--- src/rtl/dma_xfer_sequencer_pkg.sv ---
`default_nettype none
// ============================================================================
// Package : dma_pkg
// Shared sequencer state type, cache-line size and err bit positions.
// Rev     : 1.0
// ============================================================================
package dma_pkg;

    localparam int CL_BYTES    = 64;
    localparam int ERR_TIMEOUT = 0;
    localparam int ERR_ALIGN   = 1;

    typedef enum logic [2:0] {
        ST_IDLE        = 3'd0,
        ST_LOAD_START  = 3'd1,
        ST_LOAD_WAIT   = 3'd2,
        ST_RUN         = 3'd3,
        ST_STORE_START = 3'd4,
        ST_STORE_WAIT  = 3'd5,
        ST_DONE        = 3'd6
    } seq_state_t;

endpackage
`default_nettype wire

--- src/rtl/dma_xfer_sequencer_line_counter.sv ---
`default_nettype none
// ============================================================================
// Module : dma_line_counter
// Saturating per-phase line counter; hit flags the pulse that reaches target.
// Rev    : 1.0
// ============================================================================
module dma_line_counter
    import dma_pkg::*;
#(
    parameter int WIDTH = 16
) (
    input  logic             clk,
    input  logic             rst_n,
    input  logic             clear,
    input  logic             inc,
    input  logic [WIDTH-1:0] target,
    output logic [WIDTH-1:0] count,
    output logic             hit
);

    logic [WIDTH-1:0] r_count;
    logic [WIDTH-1:0] w_count_nxt;

    always_comb begin
        w_count_nxt = r_count;
        if (inc && (r_count != {WIDTH{1'b1}})) begin
            w_count_nxt = r_count + 1'b1;
        end
    end

    always_ff @(posedge clk or negedge rst_n) begin
        if (!rst_n) begin
            r_count <= '0;
        end else if (clear) begin
            r_count <= '0;
        end else begin
            r_count <= w_count_nxt;
        end
    end

    // Looks at the post-increment value so the phase ends on the final pulse.
    assign hit   = (w_count_nxt >= target);
    assign count = r_count;

endmodule
`default_nettype wire

--- src/rtl/dma_xfer_sequencer.sv ---
`default_nettype none
// ============================================================================
// Module : dma_xfer_sequencer
// Host command -> LOAD -> RUN (CPU out of reset) -> STORE -> DONE controller.
// Rev    : 1.0
// ============================================================================
module dma_xfer_sequencer
    import dma_pkg::*;
#(
    parameter int ADDR_WIDTH    = 32,
    parameter int LEN_WIDTH     = 16,
    parameter int CL_BYTES      = dma_pkg::CL_BYTES,
    parameter int TIMEOUT_WIDTH = 24
) (
    input  logic                     clk,
    input  logic                     rst_n,
    input  logic                     cmd_valid,
    output logic                     cmd_ready,
    input  logic [ADDR_WIDTH-1:0]    cmd_load_addr,
    input  logic [LEN_WIDTH-1:0]     cmd_load_lines,
    input  logic [ADDR_WIDTH-1:0]    cmd_store_addr,
    input  logic [LEN_WIDTH-1:0]     cmd_store_lines,
    input  logic [TIMEOUT_WIDTH-1:0] cmd_timeout,
    output logic                     eng_load_start,
    output logic                     eng_store_start,
    output logic [ADDR_WIDTH-1:0]    eng_base_addr,
    input  logic                     eng_line_done,
    output logic                     cpu_rst_n,
    input  logic                     cpu_halt,
    output logic                     busy,
    output logic                     done,
    output logic [1:0]               err,
    output logic [LEN_WIDTH:0]       lines_moved
);

    localparam logic [ADDR_WIDTH-1:0] c_OFF_MASK = ADDR_WIDTH'(CL_BYTES - 1);

    seq_state_t               r_state;
    seq_state_t               w_state_nxt;
    logic                     w_timeout_hit;

    logic                     r_cmd_ready;
    logic                     r_busy;
    logic                     r_cpu_rst_n;
    logic                     r_load_start;
    logic                     r_store_start;
    logic                     r_done;
    logic [ADDR_WIDTH-1:0]    r_base_addr;
    logic [1:0]               r_err;
    logic [LEN_WIDTH:0]       r_lines_moved;

    logic [LEN_WIDTH-1:0]     r_load_lines;
    logic [LEN_WIDTH-1:0]     r_store_lines;
    logic [ADDR_WIDTH-1:0]    r_store_addr;
    logic [TIMEOUT_WIDTH-1:0] r_timeout;
    logic [TIMEOUT_WIDTH-1:0] r_wd;
    logic [TIMEOUT_WIDTH-1:0] w_wd_nxt;
    logic                     w_wd_expire;

    logic                     w_accept;
    logic                     w_misaligned;
    logic                     w_load_phase;
    logic                     w_counting;
    logic                     w_line_inc;
    logic                     w_line_inc_eff;
    logic                     w_line_clear;
    logic [LEN_WIDTH-1:0]     w_line_target;
    logic [LEN_WIDTH-1:0]     w_line_count;
    logic                     w_line_hit;

    assign w_accept     = cmd_valid && r_cmd_ready;
    assign w_misaligned = ((cmd_load_addr & c_OFF_MASK) != '0) ||
                          ((cmd_store_addr & c_OFF_MASK) != '0);

    assign w_load_phase  = (r_state == ST_LOAD_START) || (r_state == ST_LOAD_WAIT);
    assign w_counting    = w_load_phase ||
                           (r_state == ST_STORE_START) || (r_state == ST_STORE_WAIT);
    assign w_line_inc    = eng_line_done && w_counting;
    assign w_line_target = w_load_phase ? r_load_lines : r_store_lines;
    assign w_line_clear  = w_accept || ((r_state == ST_RUN) && (w_state_nxt == ST_STORE_START));
    // A saturated phase counter also freezes the total, so lines_moved cannot wrap.
    assign w_line_inc_eff = w_line_inc && (w_line_count != {LEN_WIDTH{1'b1}});

    assign w_wd_nxt    = (r_wd == {TIMEOUT_WIDTH{1'b1}}) ? r_wd : r_wd + 1'b1;
    assign w_wd_expire = (r_timeout != '0) && (w_wd_nxt == r_timeout);

    dma_line_counter #(
        .WIDTH (LEN_WIDTH)
    ) u_line_counter (
        .clk    (clk),
        .rst_n  (rst_n),
        .clear  (w_line_clear),
        .inc    (w_line_inc),
        .target (w_line_target),
        .count  (w_line_count),
        .hit    (w_line_hit)
    );

    always_comb begin
        w_state_nxt   = r_state;
        w_timeout_hit = 1'b0;
        case (r_state)
            ST_IDLE: begin
                if (w_accept) begin
                    if (w_misaligned) begin
                        w_state_nxt = ST_DONE;
                    end else if (cmd_load_lines == '0) begin
                        w_state_nxt = ST_RUN;
                    end else begin
                        w_state_nxt = ST_LOAD_START;
                    end
                end
            end
            ST_LOAD_START: w_state_nxt = ST_LOAD_WAIT;
            ST_LOAD_WAIT: begin
                if (w_line_hit) begin
                    w_state_nxt = ST_RUN;
                end
            end
            ST_RUN: begin
                // Halt takes priority over a watchdog expiry in the same cycle.
                if (cpu_halt) begin
                    w_state_nxt = (r_store_lines == '0) ? ST_DONE : ST_STORE_START;
                end else if (w_wd_expire) begin
                    w_state_nxt   = ST_DONE;
                    w_timeout_hit = 1'b1;
                end
            end
            ST_STORE_START: w_state_nxt = ST_STORE_WAIT;
            ST_STORE_WAIT: begin
                if (w_line_hit) begin
                    w_state_nxt = ST_DONE;
                end
            end
            ST_DONE: w_state_nxt = ST_IDLE;
            default: w_state_nxt = ST_IDLE;
        endcase
    end

    always_ff @(posedge clk or negedge rst_n) begin
        if (!rst_n) begin
            r_state       <= ST_IDLE;
            r_cmd_ready   <= 1'b1;
            r_busy        <= 1'b0;
            r_cpu_rst_n   <= 1'b0;
            r_load_start  <= 1'b0;
            r_store_start <= 1'b0;
            r_done        <= 1'b0;
            r_base_addr   <= '0;
            r_err         <= '0;
            r_lines_moved <= '0;
            r_load_lines  <= '0;
            r_store_lines <= '0;
            r_store_addr  <= '0;
            r_timeout     <= '0;
            r_wd          <= '0;
        end else begin
            r_state       <= w_state_nxt;
            // Status outputs are decoded from the next state so they align with it.
            r_cmd_ready   <= (w_state_nxt == ST_IDLE);
            r_busy        <= (w_state_nxt != ST_IDLE);
            r_cpu_rst_n   <= (w_state_nxt == ST_RUN);
            r_load_start  <= (w_state_nxt == ST_LOAD_START);
            r_store_start <= (w_state_nxt == ST_STORE_START);
            r_done        <= (w_state_nxt == ST_DONE);
            r_wd          <= (r_state == ST_RUN) ? w_wd_nxt : '0;

            if (w_accept) begin
                r_load_lines          <= cmd_load_lines;
                r_store_lines         <= cmd_store_lines;
                r_store_addr          <= cmd_store_addr;
                r_timeout             <= cmd_timeout;
                r_lines_moved         <= '0;
                r_err                 <= '0;
                r_err[ERR_ALIGN]      <= w_misaligned;
            end else begin
                if (w_timeout_hit) begin
                    r_err[ERR_TIMEOUT] <= 1'b1;
                end
                if (w_line_inc_eff) begin
                    r_lines_moved <= r_lines_moved + 1'b1;
                end
            end

            if (w_state_nxt == ST_LOAD_START) begin
                r_base_addr <= cmd_load_addr;
            end else if (w_state_nxt == ST_STORE_START) begin
                r_base_addr <= r_store_addr;
            end
        end
    end

    assign cmd_ready       = r_cmd_ready;
    assign busy            = r_busy;
    assign cpu_rst_n       = r_cpu_rst_n;
    assign eng_load_start  = r_load_start;
    assign eng_store_start = r_store_start;
    assign done            = r_done;
    assign eng_base_addr   = r_base_addr;
    assign err             = r_err;
    assign lines_moved     = r_lines_moved;

endmodule
`default_nettype wire

--- config.mk ---
export PLATFORM = sky130hd
export DESIGN_NAME = dma_xfer_sequencer
export DESIGN_NICKNAME = d
export VERILOG_FILES = /design/src/rtl/dma_xfer_sequencer_pkg.sv /design/src/rtl/dma_xfer_sequencer_line_counter.sv /design/src/rtl/dma_xfer_sequencer.sv
export SDC_FILE = /design/constraint.sdc
export NUM_CORES = 1
export LEC_CHECK = 0
export BUFFER_PORTS_ARGS = -buffer_cell sky130_fd_sc_hd__buf_2
export CAP_MARGIN = 40
export CORE_AREA = 2 2 149 180
export DETAILED_ROUTE_END_ITERATION = 12
export DIE_AREA = 0 0 151 182
export GPL_ROUTABILITY_DRIVEN = 0
export GPL_TIMING_DRIVEN = 0
export PLACE_DENSITY = 0.6
export SLEW_MARGIN = 0
export SYNTH_ARGS = -nofsm -noshare
export SYNTH_HDL_FRONTEND = slang
export SYNTH_HIERARCHICAL = 1
export SYNTH_SLANG_ARGS = --single-unit
--- constraint.sdc ---
create_clock -name clk -period 6.49 [get_ports clk]
set_clock_uncertainty 0.15 [all_clocks]
set_input_delay 1.298 -clock clk [delete_from_list [all_inputs] [get_ports clk]]
set_output_delay 1.298 -clock clk [all_outputs]
set_load 0.01 [all_outputs]
# [Word-level counts from Yosys, hierarchy flattened]
# Index checks and enable logic that the tools add are counted.
[word_totals] register_bits=188 in_bits=125 out_inout_bits=57
[classes] add_sub_neg=3 n_lt_le_gt_ge=1 eq_ne=12 muxes=23 reduce_logical=21
[ops] operator="$mux 32" count=2
[ops] operator="$reduce_bool 32->1" count=2
[ops] operator="$mux 16" count=3
[ops] operator="$mux 24" count=2
[ops] operator="$mux 17" count=2
[ops] operator="$logic_not 16->1" count=2
[ops] operator="$add 24x1->24 const B" count=1
[ops] operator="$eq 24x24->1" count=1
[ops] operator="$eq 24x24->1 const B" count=1
[ops] operator="$reduce_bool 24->1" count=1
[ops] operator="$mux 3" count=6
[ops] operator="$pmux 3 s6" count=1
[ops] operator="$add 17x1->17 const B" count=1
[ops] operator="$add 16x1->16 const B" count=1
[ops] operator="$ge 16x16->1" count=1
[ops] operator="$ne 16x16->1 const B" count=1
[ops] operator="$eq 3x3->1 const B" count=4
[ops] operator="$eq 3x2->1 const B" count=3
[ops] operator="$eq 3x1->1 const B" count=2
[ops] operator="$logic_not 3->1" count=2
[ops] operator="$reduce_bool 2->1" count=3
[ops] operator="$logic_and 1x1->1" count=5
[ops] operator="$logic_or 1x1->1" count=5
[ops] operator="$mux 1" count=5
[ops] operator="other kinds (2)" count=3

# [Logic depth before layout (Yosys ltp)]
[depth] depth_word=14 mapped_depth=23

# [By module]
# The synthesis kept the hierarchy.
[modules_own_cells] mod="dma_xfer_sequencer" n_inst=1 cells_each=955 area_per_inst_um2=8582.0 seq_area_each_um2=4305.4
[modules_own_cells] mod="dma_line_counter" n_inst=1 cells_each=172 area_per_inst_um2=1531.5 seq_area_each_um2=400.4

# [Least setup slack after synthesis]
# No wires, ideal clock.
[synth_path] path_type="input -> register" startpoint="in eng_line_done" endpoint="reg u_line_counter.r_count[13] (netlist: u_line_counter/count[13])" setup_time_ps=128 arrival_time_ps=5424 required_ps=6212 setup_slack_ps=788 stages=21 path_buffers=3 path_cell_list="nand3_1 inv_1 and3_1 nand3_1 nor4_2 xor2_1 ha_1 nand2_1 o21ai_0 a211oi_1 o31ai_1 a21oi_1 a311oi_1 and2_1 nor2b_1 clkbuf_1 buf_2 or2_2 clkbuf_1 nor2_1 mux2_1"
[synth_between] elab_chain_len=10
[synth_lines] element="from (decl)" line_no="dma_xfer_sequencer.sv:27" rtl="input logic eng_line_done,"
[synth_lines] element="$logic_and 1x1->1 *" line_no="dma_xfer_sequencer.sv:78" rtl="assign w_line_inc = eng_line_done && w_counting;"
[synth_lines] element="via w_line_inc" line_no="dma_xfer_sequencer.sv:64" rtl="logic w_line_inc;"
[synth_lines] element="$logic_and 1x1->1 *" line_no="dma_xfer_sequencer_line_counter.sv:26" rtl="if (inc && (r_count != {WIDTH{1'b1}})) begin"
[synth_lines] element="$mux 16 *" line_no="dma_xfer_sequencer_line_counter.sv:26"
[synth_lines] element="$ge 16x16->1 *" line_no="dma_xfer_sequencer_line_counter.sv:42" rtl="assign hit = (w_count_nxt >= target);"
[synth_lines] element="via w_line_hit" line_no="dma_xfer_sequencer.sv:69" rtl="logic w_line_hit;"
[synth_lines] element="$mux 3 (on tied branches)" line_no="dma_xfer_sequencer.sv:131, dma_xfer_sequencer.sv:116"
[synth_lines] element="$pmux 3 s6 *" line_no="dma_xfer_sequencer.sv:102" rtl="case (r_state)"
[synth_lines] element="$eq 3x3->1 *" line_no="dma_xfer_sequencer.sv:80" rtl="assign w_line_clear = w_accept || ((r_state == ST_RUN) && (w_state_nxt == ST_STORE_START));"
[synth_lines] element="$logic_and 1x1->1 *" line_no="dma_xfer_sequencer.sv:80"
[synth_lines] element="$logic_or 1x1->1 *" line_no="dma_xfer_sequencer.sv:80"
[synth_lines] element="via w_line_clear" line_no="dma_xfer_sequencer.sv:66" rtl="logic w_line_clear;"
[synth_lines] element="$mux 16 *" line_no="dma_xfer_sequencer_line_counter.sv:34" rtl="end else if (clear) begin"
[synth_lines] element="to (signal assigned)" line_no="dma_xfer_sequencer_line_counter.sv:37" rtl="r_count <= w_count_nxt;"
[synth_lines] element="to (decl)" line_no="dma_xfer_sequencer_line_counter.sv:21" rtl="logic [WIDTH-1:0] r_count;"
# The timed path passes the listed nets; every way through them passes the cells marked *.
# A chain may end at the register's enable or synchronous reset.

# [Worst setup path after layout]
[layout_path] startpoint="in eng_line_done" endpoint="reg u_line_counter.r_count[3] (netlist: u_line_counter/count[3])"
# Same word-level chain as after synthesis.

==> results.py <==
metrics = {
    "setup_path": {
        "path_max_fanout": 10,
        "setup.worst_path.end_class": "flop",
        "reg2reg_depth": 23,
        "rrSetupSlack_ps": 510,
        "rr_endpoint": "u_line_counter/count[3]",
        "required_ps": 6660,
        "critPathLaunchType": "input port",
        "worstReg2RegStart": "r_state[0]",
        "cp.arrival_ps": 6280,
        "critical_path_class": "in2reg",
    },
    "min_path": {
        "hp-class": "reg2reg",
        "hold_end": "r_store_addr[4]",
        "min_path_cells": 2,
        "min_from": "r_store_addr[4]",
    },
    "timing": {
        "rsz0062_at_grt": "no",
        "worst_slack_ps": 385,
        "fin_crit_sh_pct": 94.1,
        "tightest_slew_ps": 884,
        "max-slew-margin-rel_pct": 40.6,
        "finalMaxSlewViolations": 0,
        "fmax_ghz": 0.164,
        "hold_slack_ps": 327,
        "final_hold_viol_count": 0,
        "post-route-min-period_ps": 6100,
        "setup_violations": 0,
    },
    "clocking": {
        "clock_tree.root_cell": "clkbuf_16",
        "insertion_delay_ps": 440,
        "cts_tree": "built",
        "clock_path_buffers": 2,
        "cts.sinks": 188,
        "postCtsSetupRepairBufs": 0,
        "cts.reportedPaths.clkPinSlew_ps": 70,
        "htree_levels": 4,
        "cts_buffers": 17,
    },
    "layout": {
        "layout_commonest_cell": "nand2_1",
        "layout_common_cells": "318 x nand2_1, 188 x buf_2, 187 x dfrtp_1",
        "fin_nets": 1474,
        "fill_cells": 2558,
        "syn2layout_area_growth_pct": 20.1,
        "drive_gt1_share_pct": 20.3,
        "fin_area_sq_um": 12100,
        "seq_area_sq_um": 4710,
        "multi_input_area_sq_um": 5110,
    },
    "place": {
        "hpwl_um": 21700,
        "port_buffers": 181,
        "pre_cts_slack_ps": -935,
        "dpl-instance-area_sq_um": 11500,
    },
    "synthesis": {
        "ys_warn_count": 6,
        "synth_area_per_cell_sq_um": 8.97,
        "synth_seq_area_share_pct": 46.5,
        "syn_area_sq_um": 10100,
        "ys_ff_latch": 188,
        "synth_top_area_cell": "dfrtp_1",
        "synth_area_leaders": "dfrtp_1 46%, nand2_1 12%, mux2i_1 3.4%",
        "synth_edf_count": 0,
        "syn_nets": 1271,
        "async_flop_share_pct": 100,
        "synth_top_cell_area_share_pct": 46.3,
        "synthFlopType": "dfrtp_1",
        "yosys.cell_types.count": 70,
        "netlist_instances": 1127,
    },
    "floorplanning": {
        "die_height_um": 182,
        "die-area_sq_um": 27500,
        "coreArea_sq_um": 25900,
        "start_util_pct": 39.1,
        "dieWidth_um": 151,
        "io_pins": 182,
        "rows": 65,
    },
    "drt": {
        "routed_wl_um": 29400,
        "vias": 8862,
        "viasPerCell": 5.28,
        "first_iter_violations": 518,
        "drtAntennaViolNets": 0,
        "drcViolationCount": 0,
        "detail_route.first_pass.iterations": 5,
        "wl_per_cell_um": 17.5,
    },
    "power": {
        "clockPowerShare_pct": 23.4,
        "combPwrFrac_pct": 37.2,
        "power_mw": 4.75,
        "swShare_pct": 38.7,
        "internal-power_mw": 2.91,
        "power.leakage_nw": 5.81,
        "ir_drop_v": 0.000227,
        "switchingPower_mw": 1.84,
        "pwr-share-seq_pct": 39.4,
        "p_per_area_nw_per_um2": 391,
    },
    "grt": {
        "overflow": 0,
        "grt_pass1_wl_um": 46800,
        "grtUsageTotal_pct": 22.1,
        "grt_pass1_vias": 8833,
        "antenna_found_initial": 2,
        "grt_max_degree": 118,
    },
    "run_status": {
        "status": "completed",
    },
    "run": {
        "cap_violations": 0,
    },
}
-- cell type report --
class,count,share of cell area [%]
plain buffers,55,1.84
multi-input cells,854,42.1
diodes,1,0.0206
flip-flops and latches,188,38.8
well taps,335,3.45
repair buffers,184,7.85
clock inverters,14,1.47
clock buffers,18,3.62
inverters,30,0.927
-- worst max path at each step --
stage	start	endpoint	slack, ps	cells past startpoint
after global routing	eng_line_done	u_line_counter/count[14]	30	22
after global placement	eng_line_done	u_line_counter/count[14]	-850	22
after detailed placement	eng_line_done	u_line_counter/count[11]	-940	22
after CTS	eng_line_done	u_line_counter/count[3]	20	22
after floorplan	eng_line_done	u_line_counter/count[13]	790	21
final	eng_line_done	u_line_counter/count[3]	390	22
-- routing by layer --
| layer | wire (um) | part of all wire, % | vias to the layer above | GRT usage (%) |
|---|---|---|---|---|
| met4 | 1120 | 3.8 | 2 | 9.79 |
| met3 | 1550 | 5.3 | 70 | 4.90 |
| met2 | 14200 | 48 | 285 | 35.8 |
| met5 | 13 | 0.044 | - | 0 |
| met1 | 12500 | 43 | 4214 | 28.1 |
| li1 | - | - | 4291 | - |
-- what timing repair did --
action                     CTS  global route
setup endpoints to repair   16            16
gates cloned                 0             0
pin swaps                    0             1
hold buffers                 0             0
resized for setup            4             6
-- sequential cells by signal, summed over array words and instances, names as in the netlist, 2 cells and up --
name                  count
eng_base_addr            32
r_store_addr             32
r_timeout                24
r_wd                     24
lines_moved              17
r_load_lines             16
r_store_lines            16
u_line_counter/count     16
r_state                   3
err                       2
-- power by group through the flow --
| stage | combinational [mW] | clock [mW] | sequential (mW) |
|---|---|---|---|
| 3_5_place_dp | 1.77 | 0 | 1.88 |
| 2_1_floorplan | 1.19 | 0 | 1.84 |
| 3_3_place_gp | 1.73 | 0 | 1.88 |
| 5_1_grt | 1.99 | 1.19 | 1.92 |
| 4_1_cts | 1.78 | 1.14 | 1.87 |
| 6_report | 1.77 | 1.11 | 1.87 |
-- metrics by stage --
stage	std cells	util [%]	setup TNS [ps]
4_1_cts	1678	46.9	0
6_report	1679	47.0	0
2_1_floorplan	1127	-	0
3_3_place_gp	1643	44.2	-12530
3_5_place_dp	1646	44.4	-15620
5_1_grt	1679	47.0	0
-- cells by family after synthesis --
kind of cell               Yosys count  synth area share, %
buffers and inverters               85                 3.27
AOI/OAI and AO/OA                  133                 8.60
xor gates and xnor gates            61                 5.55
DFF                                188                 46.5
and+or+nand+nor                    582                 27.5
muxes                               59                 6.22
adders and majority gates           19                 2.35
-- worst max-delay path, stage by stage --
cell,delay [ps]
buf_2,80
nand3_1,160
inv_1,170
and3_1,250
nand3_2,220
nor4_4,360
xor2_1,160
ha_1,350
nand2_1,60
o21ai_0,280
a211oi_1,130
o31ai_2,490
a21oi_1,150
a311oi_2,340
and2_1,200
nor2b_1,130
clkbuf_2,230
clkbuf_4,300
or2_2,230
clkbuf_2,280
nor2_1,90
mux2_1,300
-- synth_stat cells, drive strengths merged (2+ instances only) --
cell type,count
or3,10
nand2,319
a2111o,2
inv,30
or4,11
xnor2,31
a21o,3
xor2,28
o211ai,8
a31oi,6
mux2i,34
nand2b,12
nand4b,2
ha,19
a2111oi,4
dfrtp,187
a21oi,25
clkbuf,45
nand3,26
o221ai,3
nor2,70
o211a,2
buf,10
nor4,30
or4b,2
nor2b,11
o2111ai,3
o21ai,50
and3,11
nor4b,2
a41oi,3
or2,5
mux2,25
nand4,34
nor3,14
and4,7
a211oi,4
and2,12
o31ai,8
xnor3,2
Power figures use the tool's default switching activity.
